==> src/rtl/input_conditioner.sv <==
`default_nettype none
// ============================================================================
// Module      : input_conditioner
// Description : Conditions the board DIP switches and the confirm push-button
//               for the CPU switch I/O read stage. Both inputs are brought into
//               the clk domain through 2-flop synchronizers. The button is
//               debounced by a four-state FSM that emits a one-cycle strobe per
//               accepted press and sets a sticky confirmation flag, which the
//               CPU clears with a one-cycle ack.
//               Optional feature macro: SW_DEBOUNCE_EN
//                 defined   -> the switch vector is debounced as a whole
//                 undefined -> the switch vector is registered once after sync
// Revision    : 1.0 - initial release
// ============================================================================
module input_conditioner #(
    parameter int DEBOUNCE_CYCLES = 1000000   // stable cycles needed, >= 2
) (
    input  logic        clk,
    input  logic        rst,            // synchronous, active-low
    input  logic [15:0] sw_raw,
    input  logic        btn_raw,
    input  logic        ack,
    output logic [15:0] switch_input,
    output logic        confirmation,
    output logic        btn_pulse
);

    // Counter is one bit wider than needed to hold DEBOUNCE_CYCLES-1, and it
    // never counts past that terminal value, so it cannot wrap.
    localparam int              c_CW       = $clog2(DEBOUNCE_CYCLES) + 1;
    localparam logic [c_CW-1:0] c_CNT_LAST = c_CW'(DEBOUNCE_CYCLES - 1);

    typedef enum logic [1:0] {
        S_IDLE         = 2'd0,
        S_PRESS_WAIT   = 2'd1,
        S_HELD         = 2'd2,
        S_RELEASE_WAIT = 2'd3
    } btn_state_t;

    // ------------------------------------------------------------------------
    // Synchronizers
    // ------------------------------------------------------------------------
    logic [15:0] r_sw_meta;
    logic [15:0] r_sw_sync;
    logic        r_btn_meta;
    logic        r_btn_sync;

    // Two-flop synchronizers for the asynchronous switch and button pins.
    always_ff @(posedge clk) begin
        if (!rst) begin
            r_sw_meta  <= 16'h0000;
            r_sw_sync  <= 16'h0000;
            r_btn_meta <= 1'b0;
            r_btn_sync <= 1'b0;
        end else begin
            r_sw_meta  <= sw_raw;
            r_sw_sync  <= r_sw_meta;
            r_btn_meta <= btn_raw;
            r_btn_sync <= r_btn_meta;
        end
    end

    // ------------------------------------------------------------------------
    // Button debounce FSM
    // ------------------------------------------------------------------------
    btn_state_t      r_state;
    logic [c_CW-1:0] r_btn_cnt;
    logic            r_btn_pulse;
    logic            r_confirm;
    logic            w_accept;

    // A press is accepted on the edge where the button has been seen high for
    // the whole debounce window while in PRESS_WAIT.
    assign w_accept = (r_state == S_PRESS_WAIT) && r_btn_sync &&
                      (r_btn_cnt == c_CNT_LAST);

    // Button FSM with registered strobe and sticky confirmation; a press on the
    // same edge as ack wins so the press is never lost.
    always_ff @(posedge clk) begin
        if (!rst) begin
            r_state     <= S_IDLE;
            r_btn_cnt   <= '0;
            r_btn_pulse <= 1'b0;
            r_confirm   <= 1'b0;
        end else begin
            r_btn_pulse <= w_accept;

            if (w_accept) begin
                r_confirm <= 1'b1;
            end else if (ack) begin
                r_confirm <= 1'b0;
            end

            case (r_state)
                S_IDLE: begin
                    if (r_btn_sync) begin
                        r_state   <= S_PRESS_WAIT;
                        r_btn_cnt <= '0;
                    end
                end
                S_PRESS_WAIT: begin
                    if (!r_btn_sync) begin
                        r_state <= S_IDLE;
                    end else if (r_btn_cnt == c_CNT_LAST) begin
                        r_state <= S_HELD;
                    end else begin
                        r_btn_cnt <= r_btn_cnt + 1'b1;
                    end
                end
                S_HELD: begin
                    if (!r_btn_sync) begin
                        r_state   <= S_RELEASE_WAIT;
                        r_btn_cnt <= '0;
                    end
                end
                S_RELEASE_WAIT: begin
                    if (r_btn_sync) begin
                        r_state <= S_HELD;
                    end else if (r_btn_cnt == c_CNT_LAST) begin
                        r_state <= S_IDLE;
                    end else begin
                        r_btn_cnt <= r_btn_cnt + 1'b1;
                    end
                end
                default: begin
                    r_state   <= S_IDLE;
                    r_btn_cnt <= '0;
                end
            endcase
        end
    end

    assign btn_pulse    = r_btn_pulse;
    assign confirmation = r_confirm;

    // ------------------------------------------------------------------------
    // Switch vector path
    // ------------------------------------------------------------------------
    logic [15:0] r_switch;

`ifdef SW_DEBOUNCE_EN
    // The output takes the candidate on the edge the counter steps onto its
    // terminal value, i.e. after DEBOUNCE_CYCLES consecutive matching samples
    // (the load sample plus DEBOUNCE_CYCLES-1 confirmations).
    localparam logic [c_CW-1:0] c_CNT_PEN = c_CW'(DEBOUNCE_CYCLES - 2);

    logic [15:0]     r_sw_cand;
    logic [c_CW-1:0] r_sw_cnt;

    // Whole-vector debounce: any change restarts the window with a new candidate.
    always_ff @(posedge clk) begin
        if (!rst) begin
            r_sw_cand <= 16'h0000;
            r_sw_cnt  <= '0;
            r_switch  <= 16'h0000;
        end else if (r_sw_sync != r_sw_cand) begin
            r_sw_cand <= r_sw_sync;
            r_sw_cnt  <= '0;
        end else if (r_sw_cnt != c_CNT_LAST) begin
            r_sw_cnt <= r_sw_cnt + 1'b1;
            if (r_sw_cnt == c_CNT_PEN) begin
                r_switch <= r_sw_cand;
            end
        end
    end
`else
    // Without debounce the synchronized vector is simply registered once more.
    always_ff @(posedge clk) begin
        if (!rst) begin
            r_switch <= 16'h0000;
        end else begin
            r_switch <= r_sw_sync;
        end
    end
`endif

    assign switch_input = r_switch;

endmodule
`default_nettype wire
==> config.mk <==
export PLATFORM = sky130hd
export DESIGN_NAME = input_conditioner
export DESIGN_NICKNAME = d
export VERILOG_FILES = /design/src/rtl/input_conditioner.sv
export SDC_FILE = /design/constraint.sdc
export NUM_CORES = 1
export LEC_CHECK = 0
export CAP_MARGIN = 10
export CORE_ASPECT_RATIO = 0.5
export CORE_MARGIN = 2
export CORE_UTILIZATION = 52
export DETAILED_ROUTE_END_ITERATION = 16
export PLACE_DENSITY = 0.77
export SLEW_MARGIN = 10
export SYNTH_ARGS = -nofsm -noshare
export SYNTH_HDL_FRONTEND = slang
export SYNTH_SLANG_ARGS = --single-unit
==> constraint.sdc <==
create_clock -name clk -period 2.02 [get_ports clk]
set_input_delay 0.303 -clock clk [delete_from_list [all_inputs] [get_ports clk]]
set_output_delay 0.303 -clock clk [all_outputs]
set_load 0.02 [all_outputs]
# Word-level counts from Yosys, hierarchy flattened
# Cells that the tools add are included.
[op_classes]
add_sub_neg = 1
eq_ne = 10
mux = 15
n_reduce_logical = 6
[ops]
columns = ["cell", "n"]
rows = [
  ["2-to-1 mux 21 bit", 5],
  ["case mux 21 bit (4 select lines)", 1],
  ["adder 21 x 1 -> 21 bit (second input constant)", 1],
  ["== test 21 x 20 -> 1 bit (second input constant)", 1],
  ["2-to-1 mux 2 bit", 6],
  ["!= test 2 bit (second input constant)", 4],
  ["case mux 2 bit (4 select lines)", 1],
  ["AND reduction 4 bit", 2],
  ["== test 2 bit (second input constant)", 2],
  ["!= test 3 x 2 -> 1 bit (second input constant)", 1],
  ["!= test 3 bit (second input constant)", 1],
  ["== test 2 x 1 -> 1 bit (second input constant)", 1],
  ["logical AND 1 bit", 2],
  ["logical NOT 2 bit", 1],
  ["2-to-1 mux 1 bit", 2],
  ["nonzero test 2 bit", 1],
]
[totals]
ff_bits = 75
out_inout_bits = 18
input_bits = 20

# Longest topological paths before layout
[depth]
word_depth = 4
ltp_mapped = 8

# Worst setup path before layout
# OpenSTA, ideal clock, no wires.
[synth_timing]
path_type = "reg2reg"
startpoint = "register r_btn_cnt[0]"
endpoint = "register r_btn_cnt[5]"
arrival_ps = 1642
synth_period_minus_slack_ps = 1714
stages_incl_launch_ff = 9
setup_slack_ps = 306
path_cell_list = "dfxtp_1 > ha_1 > nand2_1 > or3_1 > buf_2 > o21ai_2 > buf_6 > or4_1 > a21oi_1"
[synth_between]
elab_chain_len = 4
word_cells_on_any_way = 6
cone_classes = "1 x add/sub; 1 x eq/ne; 4 x mux"
[synth_lines]
columns = ["item", "line_no", "text"]
rows = [
  ["from (decl)", "67", "logic [c_CW-1:0] r_btn_cnt;"],
  ["from (signal assigned)", "107", "r_btn_cnt <= r_btn_cnt + 1'b1;"],
  ["from (signal assigned)", "122", "r_btn_cnt <= r_btn_cnt + 1'b1;"],
  ["adder 21 x 1 -> 21 bit / == test 21 x 20 -> 1 bit (equally long branches)", "--", ""],
  ["2-to-1 mux 21 bit *", "104, 119", ""],
  ["2-to-1 mux 21 bit, on equally long branches", "117, 102", ""],
  ["case mux 21 bit (4 select lines) *", "94", "case (r_state)"],
]
# Every way passes the cells marked *; elsewhere a longest branch is shown, timed or not. The select of a mux whose other input is x is not followed.
# A chain may end at the register's enable or synchronous reset.

# Worst setup path in the final report
# Ends and elaborated chain as after synthesis.

==> results.toml <==
[clocking]
cts.path.max_buffers = 2
htree_levels = 3
cts_made_buffers = 9
cts-root-buf = "clkbuf_8"
cts_sinks = 75
ctsResizeCount = 0
cts_tree = "done"
ctsHoldBuffers = 0
clkLatencyLatePin_ns = 0.35
clk_pin_slew_ns = 0.09
post_cts_buffers = 0

[global_routing]
use_met1_pct = 18.0
grt_pass1_wl_um = 6640
grt_overflow = 0
grt_max_degree = 51
grt_pass1_vias = 1483
grt_use_met3_pct = 9.38
grtUsageTotal_pct = 17.2
antenna_found_initial = 0
use_met2_pct = 29.4
busiest_layer = "met2"

[power]
p_switching_mw = 0.655
p_leak_nw = 1.19
power_density_nw_per_um2 = 903
p_seq_share_pct = 53.6
pwr-share-comb_pct = 4.4
ir_worst_vdd_uv = 644
internal_power_mw = 2.19
switching_share_pct = 23.0
power.clock.fraction_pct = 42.0

[setup_path]
crit_chain = "ha_1 > nand2_1 > or3_1 > o21ai_4 > or4_1 > a21oi_1"
cp.required_ns = 2.25
cp_slowest_stage_delay_ns = 0.50
cp_slowest_cell = "or3_1"
critPathLaunchType = "register"
crit_family = "simple AND/OR/NAND/NOR gates"
crit_arrival_ns = 2.12
criticalPathCategory = "register to register"
endpoint_kind = "register"
cp_max_fo = 11
path_buf_inv = 0

[yosys]
synth_fp_nets = 261
synthesis.area_sq_um = 2500
yosysWarnings = 0
synth_top_cell_by_area = "dfxtp_1"
synth-seq-cells = 75
seq_area_frac_synth_pct = 60.0
netlist_top_cells_area = "dfxtp_1 60%, and2_1 13%, xor2_1 4.2%"
synth_area_per_cell_sq_um = 10.4
syn_inst = 240
synth_top_area_share_pct = 60.0
synth_cell_type_count = 33

[drt]
finalWirelength_um = 4130
first_pass_iters = 4
vias_per_cell = 4.76
vias = 1680
ant_nets = 0
wl_per_cell_um = 11.7
dr.first_iter.drc_count = 32
drc = 0

[cells_and_area]
multi_input_area_sq_um = 953
n_fill_cell = 361
nets = 303
mostFrequentLayoutCell = "dfxtp_1"
area.sequential_sq_um = 1500
drive_gt1_share_pct = 8.36
final_util_pct = 70.0
final_cell_mix = "75 x dfxtp_1, 50 x and2_1, 37 x clkdlybuf4s50_1, 20 x nor2_1, 14 x nand3_1"
antenna_cells = 0
area_growth_pct = 26.2

[timing]
fin_tns_setup_ns = 0
hold_viol = 0
skew_ns = 0.00887
rsz0062_at_grt = "true"
max_freq_ghz = 0.527
setup_viol_count_final = 0
slew_violations = 0
maxSlewHeadroom_pct = 64.5
period_share_pct = 93.9
finalCriticalPeriod_ns = 1.90
worst-slew-pin-transition_ns = 0.529

[floorplan]
die-area_sq_um = 5410
io_pins = 38
die_w_um = 102
initial_utilization_pct = 55.5
die_h_um = 53.0
core_area_sq_um = 4510
std_cell_rows = 17

[place]
gp_congestion = 0.875
portBuffers = 37
dp_hpwl_um = 2850

[worst_hold_path]
hp-class = "register to register"

[run]
max-cap-violations = 0

[run_status]
status = "complete, no violations"
-- cell families after synthesis --
family                   after synthesis  synth area share [%]
AND/OR/NAND/NOR                      118                  26.5
AO/OA/AOI/OAI                         18                  4.90
flip-flops                            75                  60.0
buffers and inverters                 12                  2.15
adder cells (fa/ha/maj)                1                 0.500
XOR/XNOR                              16                  5.90
-- layer usage --
layer	wire, um	part of all wire (%)
met3	248	6.0
met5	0	0
met1	1790	43
met4	21	0.51
met2	2070	50
-- synth_stat cells --
cell type  count
nor4bb_1       1
nand3_1       14
nor4b_1        1
and2_1        50
xnor2_1        3
inv_1          2
o211ai_1       5
or3_1          1
and3_1         1
nor4_2         1
nor4_1         2
nand2b_1       1
o2111ai_1      1
o21ai_1        3
nor3_1         4
nand2_1       10
nand4_1        4
o211ai_2       1
nor3b_1        1
dfxtp_1       75
ha_1           1
buf_2          1
buf_6          1
o21ai_2        1
nand3b_1       2
or4_1          5
a21oi_1        4
o21ai_0        1
o31ai_1        2
xor2_1        12
clkbuf_1       8
xor2_2         1
nor2_1        20
-- metrics by stage --
step | instance area [sq um] | cells | power, mW | worst slack (ns) | hold slack (ns)
floorplan | 2500 | 240 | 1.62 | 0.306 | 0.406
global placement | 2940 | 337 | 1.68 | 0.141 | 0.410
detailed placement | 2940 | 337 | 1.69 | 0.0685 | 0.417
CTS | 3150 | 353 | 2.89 | 0.0611 | 0.439
global route | 3160 | 353 | 2.97 | -0.0118 | 0.446
finish | 3160 | 353 | 2.85 | 0.122 | 0.436
-- power by group through the flow --
stage / sequential (mW) / clock (mW) / combinational, mW
after detailed placement: 1.56 / 0 / 0.125
after global placement: 1.56 / 0 / 0.121
after global routing: 1.53 / 1.30 / 0.136
final: 1.53 / 1.20 / 0.124
after CTS: 1.53 / 1.23 / 0.126
after floorplan: 1.57 / 0 / 0.0501
-- final cells by class --
type                    instances  area share [%]
inverters                       2           0.238
clock inverters                 7            2.77
flip-flops and latches         75            47.6
clock buffers                   9            3.92
well taps                      66            2.62
repair buffers                 41            12.7
multi-input cells             153            30.2
-- worst paths after layout --
path              slack [ns]                         to  depth (start not counted)                      start
setup reg to reg        0.12  r_btn_cnt[5]$_SDFFE_PN0P_                          6  r_btn_cnt[0]$_SDFFE_PN0P_
hold reg to reg         0.44   r_sw_sync[11]$_SDFF_PN0_                          1   r_sw_meta[11]$_SDFF_PN0_
setup / recovery        0.12  r_btn_cnt[5]$_SDFFE_PN0P_                          6  r_btn_cnt[0]$_SDFFE_PN0P_
hold / removal          0.44   r_sw_sync[11]$_SDFF_PN0_                          1   r_sw_meta[11]$_SDFF_PN0_
-- sequential cells by signal (all words and copies together) (netlist names), named ones only --
| register | count |
|---|---|
| btn_pulse | 1 |
| confirmation | 1 |
| r_btn_cnt | 21 |
| r_btn_meta | 1 |
| r_btn_sync | 1 |
| r_state | 1 |
| r_sw_meta | 16 |
| r_sw_sync | 16 |
| switch_input | 16 |
Note: power is estimated with default switching activity, not from simulation.
